<file path="src/rtl/sisc_ctrl_pkg.sv">
// Shared constants for the SISC multi-cycle control unit:
// opcodes, FSM state encoding and ALU override codes.
package sisc_ctrl_pkg;

    localparam int OP_W = 4;
    localparam int MM_W = 4;

    localparam logic [3:0] OP_NOP  = 4'h0;
    localparam logic [3:0] OP_ALUR = 4'h1;
    localparam logic [3:0] OP_ADDI = 4'h2;
    localparam logic [3:0] OP_LOD  = 4'h3;
    localparam logic [3:0] OP_STR  = 4'h4;
    localparam logic [3:0] OP_BRA  = 4'h5;
    localparam logic [3:0] OP_BRR  = 4'h6;
    localparam logic [3:0] OP_HLT  = 4'hF;

    localparam logic [1:0] ALUOP_RR   = 2'b00;
    localparam logic [1:0] ALUOP_RI   = 2'b01;
    localparam logic [1:0] ALUOP_NOST = 2'b10;
    localparam logic [1:0] ALUOP_ADDR = 2'b11;

    typedef enum logic [2:0] {
        S_START0    = 3'd0,
        S_START1    = 3'd1,
        S_FETCH     = 3'd2,
        S_DECODE    = 3'd3,
        S_EXECUTE   = 3'd4,
        S_MEM       = 3'd5,
        S_WRITEBACK = 3'd6,
        S_HALT      = 3'd7
    } state_e;

    // ALU override used while EXECUTE/MEM are active.
    function automatic logic [1:0] alu_op_of(input logic [3:0] op);
        logic [1:0] r;
        r = ALUOP_NOST;
        if (op == OP_ALUR) r = ALUOP_RR;
        else if (op == OP_ADDI) r = ALUOP_RI;
        else if (op == OP_LOD || op == OP_STR) r = ALUOP_ADDR;
        return r;
    endfunction

endpackage

</file>
<file path="src/rtl/sisc_ctrl_if.sv">
// Controller <-> datapath bundle: IR/ALU status inputs to the
// controller and every datapath strobe it drives back.
interface sisc_ctrl_if;
    logic [31:0] instr;
    logic [3:0]  stat_in;
    logic        stat_en_in;
    logic [1:0]  alu_op;
    logic        ir_load;
    logic        pc_write;
    logic        pc_sel;
    logic        br_sel;
    logic        rb_sel;
    logic        rf_we;
    logic        wb_sel;
    logic        dm_we;
    logic [3:0]  status_q;
    logic        halted;

    modport master (
        input  instr, stat_in, stat_en_in,
        output alu_op, ir_load, pc_write, pc_sel, br_sel,
        output rb_sel, rf_we, wb_sel, dm_we, status_q, halted
    );

    modport slave (
        output instr, stat_in, stat_en_in,
        input  alu_op, ir_load, pc_write, pc_sel, br_sel,
        input  rb_sel, rf_we, wb_sel, dm_we, status_q, halted
    );
endinterface

</file>
<file path="src/rtl/sisc_br_cond.sv">
// Branch condition: take when mask is zero (unconditional)
// or any masked status flag is set. Ports: mm, status_q -> take.
module sisc_br_cond
    import sisc_ctrl_pkg::*;
#(
    parameter int MM_W = 4
) (
    input  logic [MM_W-1:0] mm,
    input  logic [MM_W-1:0] status_q,
    output logic            take
);

    assign take = (mm == '0) | (|(mm & status_q));

endmodule

</file>
<file path="src/rtl/sisc_ctrl.sv">
// SISC multi-cycle control FSM, status register and strobe decode.
// Ports: clk, rst_f (async active-low), bus (sisc_ctrl_if.master).
module sisc_ctrl
    import sisc_ctrl_pkg::*;
#(
    parameter int OP_W = 4,
    parameter int MM_W = 4
) (
    input  logic         clk,
    input  logic         rst_f,
    sisc_ctrl_if.master  bus
);

    state_e            state_q, state_d;
    logic [3:0]        status_q, status_d;
    logic              br_taken_q, br_taken_d;
    logic [OP_W-1:0]   opcode;
    logic [MM_W-1:0]   mm;
    logic              take;

    logic [1:0] alu_op;
    logic       ir_load, pc_write, pc_sel, br_sel;
    logic       rb_sel, rf_we, wb_sel, dm_we, halted;

    assign opcode = bus.instr[31 -: OP_W];
    assign mm     = bus.instr[27 -: MM_W];

    sisc_br_cond #(.MM_W(MM_W)) u_br_cond (
        .mm       (mm),
        .status_q (status_q),
        .take     (take)
    );

    always_ff @(posedge clk or negedge rst_f) begin
        if (!rst_f) begin
            state_q    <= S_START0;
            status_q   <= '0;
            br_taken_q <= 1'b0;
        end else begin
            state_q    <= state_d;
            status_q   <= status_d;
            br_taken_q <= br_taken_d;
        end
    end

    always_comb begin
        state_d    = state_q;
        status_d   = status_q;
        br_taken_d = br_taken_q;
        alu_op     = ALUOP_RR;
        ir_load    = 1'b0;
        pc_write   = 1'b0;
        pc_sel     = 1'b0;
        br_sel     = 1'b0;
        rb_sel     = 1'b0;
        rf_we      = 1'b0;
        wb_sel     = 1'b0;
        dm_we      = 1'b0;
        halted     = 1'b0;
        unique case (state_q)
            S_START0: state_d = S_START1;
            S_START1: state_d = S_FETCH;
            S_FETCH: begin
                ir_load  = 1'b1;
                pc_write = 1'b1;
                state_d  = S_DECODE;
            end
            S_DECODE: begin
                // Registered here so EXECUTE sees a stable decision.
                br_taken_d = take;
                state_d    = (opcode == OP_HLT) ? S_HALT : S_EXECUTE;
            end
            S_EXECUTE: begin
                alu_op = alu_op_of(opcode);
                if (opcode == OP_ALUR && bus.stat_en_in)
                    status_d = bus.stat_in;
                rb_sel = (opcode == OP_STR);
                if ((opcode == OP_BRA || opcode == OP_BRR) && br_taken_q) begin
                    pc_write = 1'b1;
                    pc_sel   = 1'b1;
                    br_sel   = (opcode == OP_BRR);
                end
                state_d = S_MEM;
            end
            S_MEM: begin
                alu_op  = alu_op_of(opcode);
                rb_sel  = (opcode == OP_STR);
                dm_we   = (opcode == OP_STR);
                state_d = S_WRITEBACK;
            end
            S_WRITEBACK: begin
                rf_we   = (opcode == OP_ALUR) || (opcode == OP_ADDI) ||
                          (opcode == OP_LOD);
                wb_sel  = (opcode == OP_LOD);
                state_d = S_FETCH;
            end
            S_HALT: halted = 1'b1;
        endcase
    end

    assign bus.alu_op   = alu_op;
    assign bus.ir_load  = ir_load;
    assign bus.pc_write = pc_write;
    assign bus.pc_sel   = pc_sel;
    assign bus.br_sel   = br_sel;
    assign bus.rb_sel   = rb_sel;
    assign bus.rf_we    = rf_we;
    assign bus.wb_sel   = wb_sel;
    assign bus.dm_we    = dm_we;
    assign bus.status_q = status_q;
    assign bus.halted   = halted;

endmodule
</file>
<file path="src/flat_wrapper.sv">
// flat-port wrapper written by rule: the top's interface ports become plain ports
module sisc_ctrl_flat import sisc_ctrl_pkg::*;
#(
    parameter int OP_W = 4,
    parameter int MM_W = 4
)
  (clk, rst_f, bus_instr, bus_stat_in, bus_stat_en_in, bus_alu_op, bus_ir_load, bus_pc_write, bus_pc_sel, bus_br_sel, bus_rb_sel, bus_rf_we, bus_wb_sel, bus_dm_we, bus_status_q, bus_halted);
  sisc_ctrl_if bus_i ();
  input  logic clk;
  input  logic rst_f;
  input wire logic [$bits(bus_i.instr)-1:0] bus_instr;
  input wire logic [$bits(bus_i.stat_in)-1:0] bus_stat_in;
  input wire logic [$bits(bus_i.stat_en_in)-1:0] bus_stat_en_in;
  output wire logic [$bits(bus_i.alu_op)-1:0] bus_alu_op;
  output wire logic [$bits(bus_i.ir_load)-1:0] bus_ir_load;
  output wire logic [$bits(bus_i.pc_write)-1:0] bus_pc_write;
  output wire logic [$bits(bus_i.pc_sel)-1:0] bus_pc_sel;
  output wire logic [$bits(bus_i.br_sel)-1:0] bus_br_sel;
  output wire logic [$bits(bus_i.rb_sel)-1:0] bus_rb_sel;
  output wire logic [$bits(bus_i.rf_we)-1:0] bus_rf_we;
  output wire logic [$bits(bus_i.wb_sel)-1:0] bus_wb_sel;
  output wire logic [$bits(bus_i.dm_we)-1:0] bus_dm_we;
  output wire logic [$bits(bus_i.status_q)-1:0] bus_status_q;
  output wire logic [$bits(bus_i.halted)-1:0] bus_halted;
  assign bus_i.instr = bus_instr;
  assign bus_i.stat_in = bus_stat_in;
  assign bus_i.stat_en_in = bus_stat_en_in;
  assign bus_alu_op = bus_i.alu_op;
  assign bus_ir_load = bus_i.ir_load;
  assign bus_pc_write = bus_i.pc_write;
  assign bus_pc_sel = bus_i.pc_sel;
  assign bus_br_sel = bus_i.br_sel;
  assign bus_rb_sel = bus_i.rb_sel;
  assign bus_rf_we = bus_i.rf_we;
  assign bus_wb_sel = bus_i.wb_sel;
  assign bus_dm_we = bus_i.dm_we;
  assign bus_status_q = bus_i.status_q;
  assign bus_halted = bus_i.halted;
  sisc_ctrl #(.OP_W(OP_W), .MM_W(MM_W)) u_core (.clk(clk), .rst_f(rst_f), .bus(bus_i));
endmodule
</file>
<file path="config.mk">
export PLATFORM = sky130hd
export DESIGN_NAME = sisc_ctrl_flat
export DESIGN_NICKNAME = d
export VERILOG_FILES = /design/src/rtl/sisc_ctrl_pkg.sv /design/src/rtl/sisc_ctrl_if.sv /design/src/rtl/sisc_br_cond.sv /design/src/rtl/sisc_ctrl.sv /design/src/flat_wrapper.sv
export SDC_FILE = /design/constraint.sdc
export NUM_CORES = 1
export LEC_CHECK = 0
export ABC_AREA = 1
export CAP_MARGIN = 10
export CORE_AREA = 4 4 48 50
export DETAILED_ROUTE_END_ITERATION = 6
export DIE_AREA = 0 0 52 54
export PLACE_DENSITY = 0.81
export SYNTH_ARGS = -nofsm -noshare
export SYNTH_HDL_FRONTEND = slang
export SYNTH_HIERARCHICAL = 1
export SYNTH_SLANG_ARGS = --single-unit
</file>
<file path="constraint.sdc">
create_clock -name clk -period 1.7 [get_ports clk]
set_input_delay 0.34 -clock clk [delete_from_list [all_inputs] [get_ports clk]]
set_output_delay 0.34 -clock clk [all_outputs]
set_load 0.01 [all_outputs]
</file>
---- Word level (Yosys, flattened, before mapping) ----
Cells that the tools add are included.
word-level totals
  register bits ........................... 8
  input bits .............................. 39
  output and inout bits ................... 15
cells by class
  eq/ne operators ......................... 14
  multiplexer cells ....................... 17
  bitwise gates (word level) .............. 2
  reductions and logical operators ........ 13
operator list
  operator                                                          number
  3-bit one-hot mux with 6 select lines                             1
  3-bit == test (second input constant)                             4
  4-bit by 3-bit == test with 1-bit output (second input constant)  3
  1-bit two-way mux                                                 11
  4-bit by 2-bit == test with 1-bit output (second input constant)  2
  2-bit two-way mux                                                 4
  3-bit by 2-bit == test with 1-bit output (second input constant)  2
  6-bit nonzero test                                                1
  4-bit bitwise AND                                                 1
  4-bit by 1-bit == test with 1-bit output (second input constant)  1
  4-bit == test (second input constant)                             1
  4-bit zero test                                                   1
  1-bit logical OR                                                  4
  2-bit OR reduction                                                2
  4-bit OR reduction                                                1
  3-bit by 1-bit == test with 1-bit output (second input constant)  1
  3-bit zero test                                                   1
  1-bit logical AND                                                 2
  1-bit one-hot mux with 2 select lines                             1
  2-bit AND reduction                                               1
  1-bit OR                                                          1

---- Depth between registers and ports, before layout ----
  word-level depth ........................ 6
  gate-level depth with buffers ........... 6

---- Hierarchy ----
Netlist, hierarchy kept.
by module, submodules not included
  module        instances  cells each  area each (um^2)
  sisc_ctrl     1          75          538.0
  sisc_br_cond  1          11          41.3

---- Worst setup path after synthesis ----
OpenSTA, ideal clock, no wires.
  kind .................................... register to output
  from .................................... register u_core.state_q[1]
  to ...................................... output port bus_alu_op[0]
  arrival time ............................ 914 ps
  required time ........................... 1,360 ps
  setup slack ............................. 446 ps
  stages on the path, launching flop included .. 6
  buffers on the path ..................... 0
  cells stage by stage .................... dfrtp_1 > inv_2 > nand2_4 > nor2_8 > nand2_1 > o21ai_1
on the way
  longest elaborated chain between the ends .. 3
  elaborated cells on any way between the ends .. 4
ends and longest elaborated chain
  what                              RTL line            source
  start, declared                   sisc_ctrl.sv:14     state_e state_q, state_d;
  start signal, assigned            sisc_ctrl.sv:40     state_q <= state_d;
  3-bit == test                     sisc_ctrl.sv:60     unique case (state_q)
  2-bit OR reduction (no line) (*)  --
  2-bit two-way mux (*)             --
  end, declared                     flat_wrapper.sv:14  output wire logic [$bits(bus_i.alu_op)-1:0] bus_alu_op;
Every way passes the cells marked *; elsewhere a longest branch is shown, timed or not.

---- Worst setup path after layout ----
  from .................................... register u_core.state_q[2]
  to ...................................... output port bus_alu_op[1]
Same word-level chain as after synthesis.

==> results.py <==
metrics = {
    "outcome": {
        "status": "finished, final reports clean",
    },
    "place": {
        "dp_hpwl_um": 1460,
        "post-place-ws_ns": -0.507,
        "dp.cells": 151,
        "gp_congestion": 0.710,
        "placed_cell_area_um2": 971,
        "port-buffer-count": 29,
    },
    "sta": {
        "max_freq_mhz": 625,
        "worst_slack_ns": 0.100,
        "worst_slew_pin_slew_ns": 0.363,
        "finalHoldViolations": 0,
        "fin_crit_sh_pct": 94.1,
        "fin_crit_ns": 1.60,
        "finClkSkew_ns": 0.00329,
        "slew_headroom_pct": 75.7,
        "rsz0062_at_grt": "false",
        "setup_viol": 0,
        "hold-worst-slack_ns": 0.370,
        "drv_slew": 0,
        "fin_tns_setup_ns": 0,
    },
    "cells_and_area": {
        "n_antenna_cell": 0,
        "finalNonFillerCells": 158,
        "layout.nets": 172,
        "final_util_pct": 51.6,
        "areaGrowthSynthToFinish_pct": 69.5,
        "design_area_um2": 982,
        "seq_area_um2": 200,
        "nFillCells": 194,
        "multi_input_comb_area_um2": 342,
        "drive_above_1_share_pct": 32.8,
    },
    "detailed_routing": {
        "vias_per_cell": 4.47,
        "num_vias": 706,
        "ant_nets": 0,
        "drt_wl_total_um": 1820,
        "met3_length_um": 149,
        "drt-pass1-iter-count": 4,
        "wire_per_inst_um": 11.5,
        "wl_met1_um": 686,
        "drc": 0,
        "drt-initial-drc-count": 16,
        "met2_length_um": 974,
        "top_layer": "met4",
    },
    "global_route": {
        "grt_max_degree": 9,
        "grt_overflow": 0,
        "antenna_found_initial": 0,
        "first_global_vias": 716,
        "grt_usage_pct": 14.0,
        "grt_first_pass_wirelength_um": 2920,
    },
    "logic_synthesis": {
        "avgSynthCellArea_um2": 6.74,
        "netlist_instances": 86,
        "synth-compound-area-share_pct": 4.32,
        "yosysTopAreaCell": "dfrtp_1",
        "synthAdderAreaFrac_pct": 0,
        "ys_types": 18,
        "synth_simple_gate_area_share_pct": 52.7,
        "yosys_warnings": 6,
        "synth_edf_count": 0,
        "synth_xor_area_share_pct": 0,
        "synth_nets": 125,
        "async_flop_share_pct": 100,
        "synth_top_family_by_area": "simple AND/OR/NAND/NOR gates",
        "synthTopCellsByArea": "dfrtp_1 35%, nand2_1 17%, nor2_1 7.1%, nand3_1 6.9%, inv_1 4.5%",
        "synth_most_common_cell": "nand2_1",
        "synth_top_area_share_pct": 34.6,
        "muxShareOfSynthArea_pct": 0,
        "ys_seq_elements": 8,
        "seq_area_frac_synth_pct": 34.6,
        "synth_ff_type": "dfrtp_1",
        "synth_common_cells": "27 x nand2_1, 11 x nor2_1, 8 x dfrtp_1, 8 x nand3_1, 7 x inv_1",
        "synth_area_um2": 579,
    },
    "cts": {
        "clock_insertion_delay_worst_skew_ns": 0.25,
        "cts-root-buf": "clkbuf_4",
        "cts_buffers": 3,
        "cts_tree": "built",
        "cts_max_path_buffers": 2,
        "clkTransAtPathRegs_ns": 0.06,
        "numClockSinks": 8,
        "postCtsHoldBufs": 0,
        "htree_levels": 1,
    },
    "critical_path": {
        "critPathCaptureType": "primary output",
        "r2r_setup_slack_ns": 0.55,
        "reg2reg_to": "u_core/bus.status_q[0]$_DFFE_PN0P_",
        "start_kind": "flop",
        "worstPathCellList": "buf_4 -> nand2_8 -> a21oi_1 -> dlygate4sd2_1",
        "crit_slowest_cell": "dfrtp_1",
        "max_stage_delay_ns": 0.38,
        "critPathKind": "reg -> out",
        "crit_arrival_ns": 1.26,
        "cp_data_required_time_ns": 1.36,
        "worst_r2r_path_depth": 7,
        "r2r-start": "u_core/state_q[2]$_DFFE_PN0P_",
        "path_max_fanout": 7,
    },
    "floorplan": {
        "die_w_um": 52,
        "io_pins": 54,
        "die_h_um": 54,
        "core_um2": 1900,
        "die_area_um2": 2810,
        "start_util_pct": 30.5,
        "rows": 16,
    },
    "pwr": {
        "p_total_mw": 1.21,
        "power_leakage_nw": 0.555,
        "ir_worst_vdd_mv": 0.660,
        "p_per_area_nw_per_um2": 1230,
    },
    "worst_hold_path": {
        "min-delay-path-class": "in -> async",
    },
    "flow_run": {
        "maxCapViolCount": 0,
    },
}
how the worst max path moves through the flow:
stage                                        from            end  slack (ns)  depth (start not counted)
floorplan           u_core/state_q[1]$_DFFE_PN0P_  bus_alu_op[0]        0.45                          5
global placement                    bus_instr[30]      bus_dm_we       -0.46                          6
detailed placement                  bus_instr[30]      bus_dm_we       -0.51                          6
CTS                 u_core/state_q[1]$_DFFE_PN0P_      bus_rf_we      0.0008                          6
global route        u_core/state_q[1]$_DFFE_PN0P_  bus_alu_op[1]       0.002                          4
finish              u_core/state_q[2]$_DFFE_PN0P_  bus_alu_op[1]        0.10                          4
metal layers:
layer / vias up / GRT usage [%]
met5: - / 0
met3: 4 / 4.43
li1: 360 / -
met4: 0 / 5.24
met2: 29 / 26.6
met1: 313 / 14.2
flip-flops by register name, indices dropped and copies added, names as in the netlist:
name / flops
u_core/bus.status_q: 4
u_core/br_taken_q: 1
u_core/state_q: 3
worst max-delay path: cells and delay by family, from the launching register on:
kind	cells	cell delay, ns
flops	1	0.38
buf+inv	2	0.44
simple gates	1	0.08
compound gates	1	0.12
cell type report:
type,instances,share of cell area (%)
timing repair buffer,42,34.1
sequential,8,20.4
tap,27,3.44
clock buffer,3,2.29
inverter,13,4.97
multi-input combinational,65,34.8
power by group:
| group | switching [mW] | internal [mW] |
|---|---|---|
| sequential | 0.0586 | 0.267 |
| combinational | 0.392 | 0.347 |
| clock | 0.0613 | 0.0806 |
| total | 0.512 | 0.694 |
placed cells by master, fill, tap and decap left out, drive strengths merged:
master and n:
a21oi 3, buf 14, clkbuf 11, clkdlybuf4s50 14
dfrtp 8, dlygate4sd2 6, inv 13, nand2 31
nand3 9, nand4 3, nor2 15, nor3 2
o21ai 2
cell families (layout without fill, tap and decap cells):
logic type / count (synthesis) / count (layout)
simple gates: 60 / 60
buf+inv: 13 / 58
flops: 8 / 8
compound gates: 5 / 5
repair_timing:
| action | in CTS | in global routing |
|---|---|---|
| endpoints found under the setup margin | 11 | 8 |
| pin swaps | 1 | 0 |
| setup buffers | 4 | 0 |
| resized for setup | 26 | 11 |
Power figures use the tool's default switching activity.
